File: src/rtl/pc_sequencer.sv
// Fetch PC and decode/execute PC pipeline sequencer: normal fetch, load-use stalls,
// delay-slot-preserving redirects and debug manual addressing.
module pc_sequencer #(
  parameter logic [31:0] RESET_VECTOR = 32'h0000_0000,
  parameter int unsigned STALL_CYCLES = 1
) (
  input  logic        w_clk,
  input  logic        w_rst,
  input  logic        w_hazard,
  input  logic        w_redirect,
  input  logic [31:0] w_redirect_pc_32,
  input  logic        w_imem_ready,
  input  logic        w_dbg_req,
  input  logic [31:0] w_dbg_addr_32,
  input  logic        w_dbg_step,
  output logic [31:0] w_pc_32,
  output logic [31:0] w_dpc_32,
  output logic [31:0] w_epc_32,
  output logic        w_ex_valid,
  output logic        w_fetch_valid,
  output logic        w_stall,
  output logic        w_manual_addressing,
  output logic        w_dbg_ack
);

  // state | meaning
  // BOOT  | one idle cycle after reset
  // RUN   | normal fetch
  // STALL | load-use hazard holds fetch/decode
  // HALT  | debug manual addressing, fetch off
  // STEP  | single debug fetch
  typedef enum logic [2:0] {S_BOOT, S_RUN, S_STALL, S_HALT, S_STEP} state_t;

  localparam logic [3:0] STALL_LOAD = 4'(STALL_CYCLES);

  state_t      state_q, state_d;
  logic [31:0] pc_q, pc_d, dpc_q, dpc_d, epc_q, epc_d, pend_pc_q, pend_pc_d;
  logic        pend_q, pend_d, dvalid_q, dvalid_d, exv_q, exv_d;
  logic [3:0]  cnt_q, cnt_d;
  logic        stall_q, manual_q, ack_q, fv_q;

  always_comb begin
    state_d   = state_q;
    pc_d      = pc_q;
    dpc_d     = dpc_q;
    epc_d     = epc_q;
    pend_pc_d = pend_pc_q;
    pend_d    = pend_q;
    dvalid_d  = dvalid_q;
    exv_d     = exv_q;
    cnt_d     = cnt_q;
    case (state_q)
      S_BOOT: state_d = S_RUN;
      S_RUN: begin
        if (w_hazard) begin
          state_d = S_STALL;
          cnt_d   = STALL_LOAD;
          epc_d   = '0;
          exv_d   = 1'b0;
          if (w_redirect) begin
            pend_d    = 1'b1;
            pend_pc_d = w_redirect_pc_32;
          end
        end else if (w_dbg_req) begin
          state_d = S_HALT;
          pend_d  = 1'b0;
          exv_d   = 1'b0;
        end else if (w_redirect || w_imem_ready) begin
          // ex_valid follows decode validity so reset garbage never reaches execute
          epc_d    = dpc_q;
          exv_d    = dvalid_q;
          dpc_d    = pc_q;
          dvalid_d = 1'b1;
          pend_d   = 1'b0;
          if (w_redirect)  pc_d = w_redirect_pc_32;
          else if (pend_q) pc_d = pend_pc_q;
          else             pc_d = pc_q + 32'd4;
        end
      end
      S_STALL: begin
        epc_d = '0;
        exv_d = 1'b0;
        if (w_redirect) begin
          pend_d    = 1'b1;
          pend_pc_d = w_redirect_pc_32;
        end
        if (cnt_q <= 4'd1) begin
          if (w_hazard) cnt_d = STALL_LOAD;
          else          state_d = S_RUN;
        end else begin
          cnt_d = cnt_q - 4'd1;
        end
      end
      S_HALT: begin
        exv_d = 1'b0;
        if (!w_dbg_req)      state_d = S_RUN;
        else if (w_dbg_step) state_d = S_STEP;
        else                 pc_d = w_dbg_addr_32;
      end
      S_STEP: begin
        if (w_imem_ready) begin
          epc_d    = dpc_q;
          exv_d    = dvalid_q;
          dpc_d    = pc_q;
          dvalid_d = 1'b1;
          pc_d     = pc_q + 32'd4;
          state_d  = w_dbg_req ? S_HALT : S_RUN;
        end
      end
      default: state_d = S_BOOT;
    endcase
  end

  // Mode outputs are registered from the next state so they line up with state_q.
  always_ff @(posedge w_clk) begin
    if (w_rst) begin
      state_q   <= S_BOOT;
      pc_q      <= RESET_VECTOR;
      dpc_q     <= '0;
      epc_q     <= '0;
      pend_pc_q <= '0;
      pend_q    <= 1'b0;
      dvalid_q  <= 1'b0;
      exv_q     <= 1'b0;
      cnt_q     <= '0;
      stall_q   <= 1'b0;
      manual_q  <= 1'b0;
      ack_q     <= 1'b0;
      fv_q      <= 1'b0;
    end else begin
      state_q   <= state_d;
      pc_q      <= pc_d;
      dpc_q     <= dpc_d;
      epc_q     <= epc_d;
      pend_pc_q <= pend_pc_d;
      pend_q    <= pend_d;
      dvalid_q  <= dvalid_d;
      exv_q     <= exv_d;
      cnt_q     <= cnt_d;
      stall_q   <= (state_d == S_STALL);
      manual_q  <= (state_d == S_HALT) || (state_d == S_STEP);
      ack_q     <= (state_d == S_HALT);
      fv_q      <= (state_d == S_RUN) || (state_d == S_STEP);
    end
  end

  assign w_pc_32             = pc_q;
  assign w_dpc_32            = dpc_q;
  assign w_epc_32            = epc_q;
  assign w_ex_valid          = exv_q;
  assign w_fetch_valid       = fv_q;
  assign w_stall             = stall_q;
  assign w_manual_addressing = manual_q;
  assign w_dbg_ack           = ack_q;

endmodule

File: config.mk
export PLATFORM = sky130hd
export DESIGN_NAME = pc_sequencer
export DESIGN_NICKNAME = d
export VERILOG_FILES = /design/src/rtl/pc_sequencer.sv
export SDC_FILE = /design/constraint.sdc
export NUM_CORES = 1
export LEC_CHECK = 0
export BUFFER_PORTS_ARGS = -buffer_cell sky130_fd_sc_hd__buf_2
export CAP_MARGIN = 0
export CORE_ASPECT_RATIO = 1.75
export CORE_UTILIZATION = 30
export DETAILED_ROUTE_END_ITERATION = 8
export GPL_ROUTABILITY_DRIVEN = 0
export PLACE_DENSITY_LB_ADDON = 0.3
export SETUP_SLACK_MARGIN = 0.05
export SLEW_MARGIN = 20
export SYNTH_ARGS = -nofsm -noshare
export SYNTH_HDL_FRONTEND = slang
export SYNTH_SLANG_ARGS = --single-unit
File: constraint.sdc
create_clock -name w_clk -period 3.9 [get_ports w_clk]
set_input_delay 0 -clock w_clk [delete_from_list [all_inputs] [get_ports w_clk]]
set_output_delay 0 -clock w_clk [all_outputs]
set_load 0.005 [all_outputs]
==> flow_summary_export.csv <==
group,metric,value,unit
cts,cts_buffers,17,
yosys,synth-edff-count,0,
route,antenna_left,0,
worst_setup_path,end_kind,"flop",
timing,finalSetupViolations,0,
place,post-place-cells,1342,
die,start_util,30.5,%
route,vias,7437,
cts,htreeDepth,4,
worst_setup_path,reg2reg_depth,6,
worst_setup_path,cp_data_arrival_time,2.91,ns
die,boundaryPins,172,
place,dp_hpwl,18400,um
final_layout,final_core_util,38.8,%
grt,track_usage,20.1,%
final_layout,layout-drive-gt1-share,22.7,%
timing,rsz0062_at_grt,"no",
worst_setup_path,crit_type,"reg2reg",
cts,clockBufferDepth,2,
min_path,hold_path.startpoint,"w_dbg_addr_32[20]",
power,swShare,29.3,%
grt,antenna_found_initial,0,
timing,final_hold_viol_count,0,
timing,clock_skew,0.00611,ns
yosys,async_flop_share,0,%
yosys,synth_warnings,0,
route,drt_iter0_markers,453,
grt,grt_pass1_vias,6847,
final_layout,nets,1168,
cts,cts_setup_buffers,0,
timing,finalMaxSlewViolations,0,
die,core,24500,sq um
cts,clk_pin_slew,0.06,ns
route,drt-pass1-iter-count,5,
yosys,yosysSeqAreaShare,38.0,%
final_layout,layout_common_cells,"buf_2, dfxtp_1, nand2_1",
final_layout,area_delta_synth_final,27.4,%
job,max_cap_violations,0,
power,peakVddDrop,0.000293,V
worst_setup_path,worst-path-max-fanout,11,
timing,finalCriticalPeriod,2.63,ns
route,drt_wl_total,25700,um
cts,cts_tree,"built",
yosys,synthTopCellsByArea,"dfxtp_1, mux2i_1, nand2_1",
yosys,syn_avg_cell_area,8.12,sq um
yosys,synthFlopType,"dfxtp_1",
final_layout,stdcell_area,9530,sq um
worst_setup_path,r2r_end,"w_pc_32[18]",
power,cellLeakagePower,3.75,nW
worst_setup_path,r2r-start,"w_pc_32[2]",
power,clkPwrFrac,42.2,%
power,p_sw,1.13,mW
route,wl_per_cell,18.1,um
cts,cts_resized,0,
die,die_area,25600,sq um
die,die_y,211,um
route,drc_errors,0,
yosys,synthesis.area,7470,sq um
power,p_int,2.73,mW
timing,fin_crit_sh,67.4,%
final_layout,fillers,2531,
grt,grt.overflow.total,0,
final_layout,final_common_cell,"buf_2",
die,fp-row-count,76,
final_layout,stdcell_count,1419,
power,power,3.85,mW
die,die_x,121,um
grt,grt_max_degree,73,
route,detail_route.vias_per_cell,5.24,
yosys,yosys.area.top_type,"dfxtp_1",
cts,clock_sinks,142,
yosys,syn_nets,995,
timing,max_slew_margin,33.5,%
worst_setup_path,cp-start-kind,"flop",
yosys,synth_top_area_share,38.0,%
worst_setup_path,r2r_slack,1.27,ns
place,port-buffer-count,171,
min_path,hp-class,"in2reg",
cts,cts_hold_buf,45,
yosys,synthCells,921,
cts,clock-root-buffer,"clkbuf_16",
timing,setup-tns-final,0,ns
power,pwr-share-comb,16.2,%
yosys,synth_seq_cells,142,
cts,clock_latency,0.44,ns
place,place_area,8490,sq um
worst_setup_path,required,4.18,ns
status,status,"finished clean",
timing,max_freq,0.380,GHz
timing,tightest_slew,0.998,ns
min_path,whs_path_depth,4,
final_layout,antennaDiodeCount,0,
grt,grt_pass1_wl,38900,um
yosys,synth_cell_types,69,
power,seqPwrFrac,41.6,%
power,p_per_area,404,nW/um^2
min_path,holdPathEnd,"w_pc_32[20]",
==> final cells by class <==
type	instances	area (sq um)	share of cell area, %
clock buffer	19	443	4.65
sequential	142	2840	29.8
clock inverter	13	141	1.48
inverter	15	56.3	0.591
timing repair buffer	231	1420	14.9
tap	312	390	4.10
multi-input combinational	687	4230	44.4
==> sequential cells by signal (all words and copies together) (netlist names), 3 cells and up <==
name / count
w_dpc_32: 32
pend_pc_q: 32
cnt_q: 4
state_q: 3
w_pc_32: 32
w_epc_32: 32
==> how the worst max path moves through the flow <==
stage	from	end	slack (ns)	depth (start not counted)
floorplan	w_pc_32[2]	w_pc_32[28]	1.90	7
global placement	state_q[2]	w_pc_32[21]	1.40	6
detailed placement	w_pc_32[2]	w_pc_32[18]	1.34	6
CTS	w_pc_32[2]	w_pc_32[18]	1.33	6
global route	w_pc_32[2]	w_pc_32[18]	1.10	6
finish	w_pc_32[2]	w_pc_32[18]	1.27	6
==> cell usage after synthesis (6+ instances only) <==
cell type and number:
nand2b_1 15, a31oi_1 11, a21oi_1 78, nor3_1 8
or4_1 8, clkbuf_1 40, nand3b_1 10, o21ai_0 59
a22o_1 16, mux2i_1 67, a211oi_1 13, nand3_1 38
buf_4 10, inv_1 15, nor2_1 99, and3_1 6
nand4_1 6, dfxtp_1 142, and4_1 6, a221oi_1 14
nand2_1 119, buf_2 24, nor2b_1 12
==> logic make-up (layout without fill, tap and decap cells) <==
kind of cell / after synthesis / count (layout) / synth area share (%)
buffers and inverters: 92 / 278 / 5.62
XOR/XNOR: 10 / 10 / 1.17
flip-flops: 142 / 142 / 38.0
AND/OR/NAND/NOR: 367 / 367 / 24.8
multiplexers: 70 / 70 / 9.42
adder cells (fa/ha/maj): 3 / 3 / 0.502
AO/OA/AOI/OAI: 237 / 237 / 20.5
==> critical path: stages, from the launching register on <==
cell and delay, ns:
dfxtp_1 0.59, ha_1 0.31, nand4_2 0.27, nor4_4 0.62
a211oi_1 0.16, a2111oi_0 0.38, a221oi_1 0.13
==> routing by layer <==
layer,global-route usage [%],vias up,part of all wire (%)
li1,-,3638,-
met3,4.32,54,5.0
met5,0,-,0
met1,24.1,3498,42
met2,33.2,247,49
met4,10.4,0,4.1
==> through the flow <==
step / hold WS, ns / setup WS (ns)
finish: 0.0271 / 1.27
global route: 0.0345 / 1.10
CTS: 0.00144 / 1.33
detailed placement: 0.261 / 1.34
global placement: 0.253 / 1.40
floorplan: 0.0770 / 1.90
==> power groups by stage <==
stage	Sequential [mW]	Clock, mW	Combinational, mW
2_1_floorplan	1.59	0	0.404
3_3_place_gp	1.63	0	0.582
3_5_place_dp	1.63	0	0.586
4_1_cts	1.60	1.67	0.623
5_1_grt	1.61	1.73	0.683
6_report	1.60	1.63	0.623
Note: power is estimated with default switching activity, not from simulation.
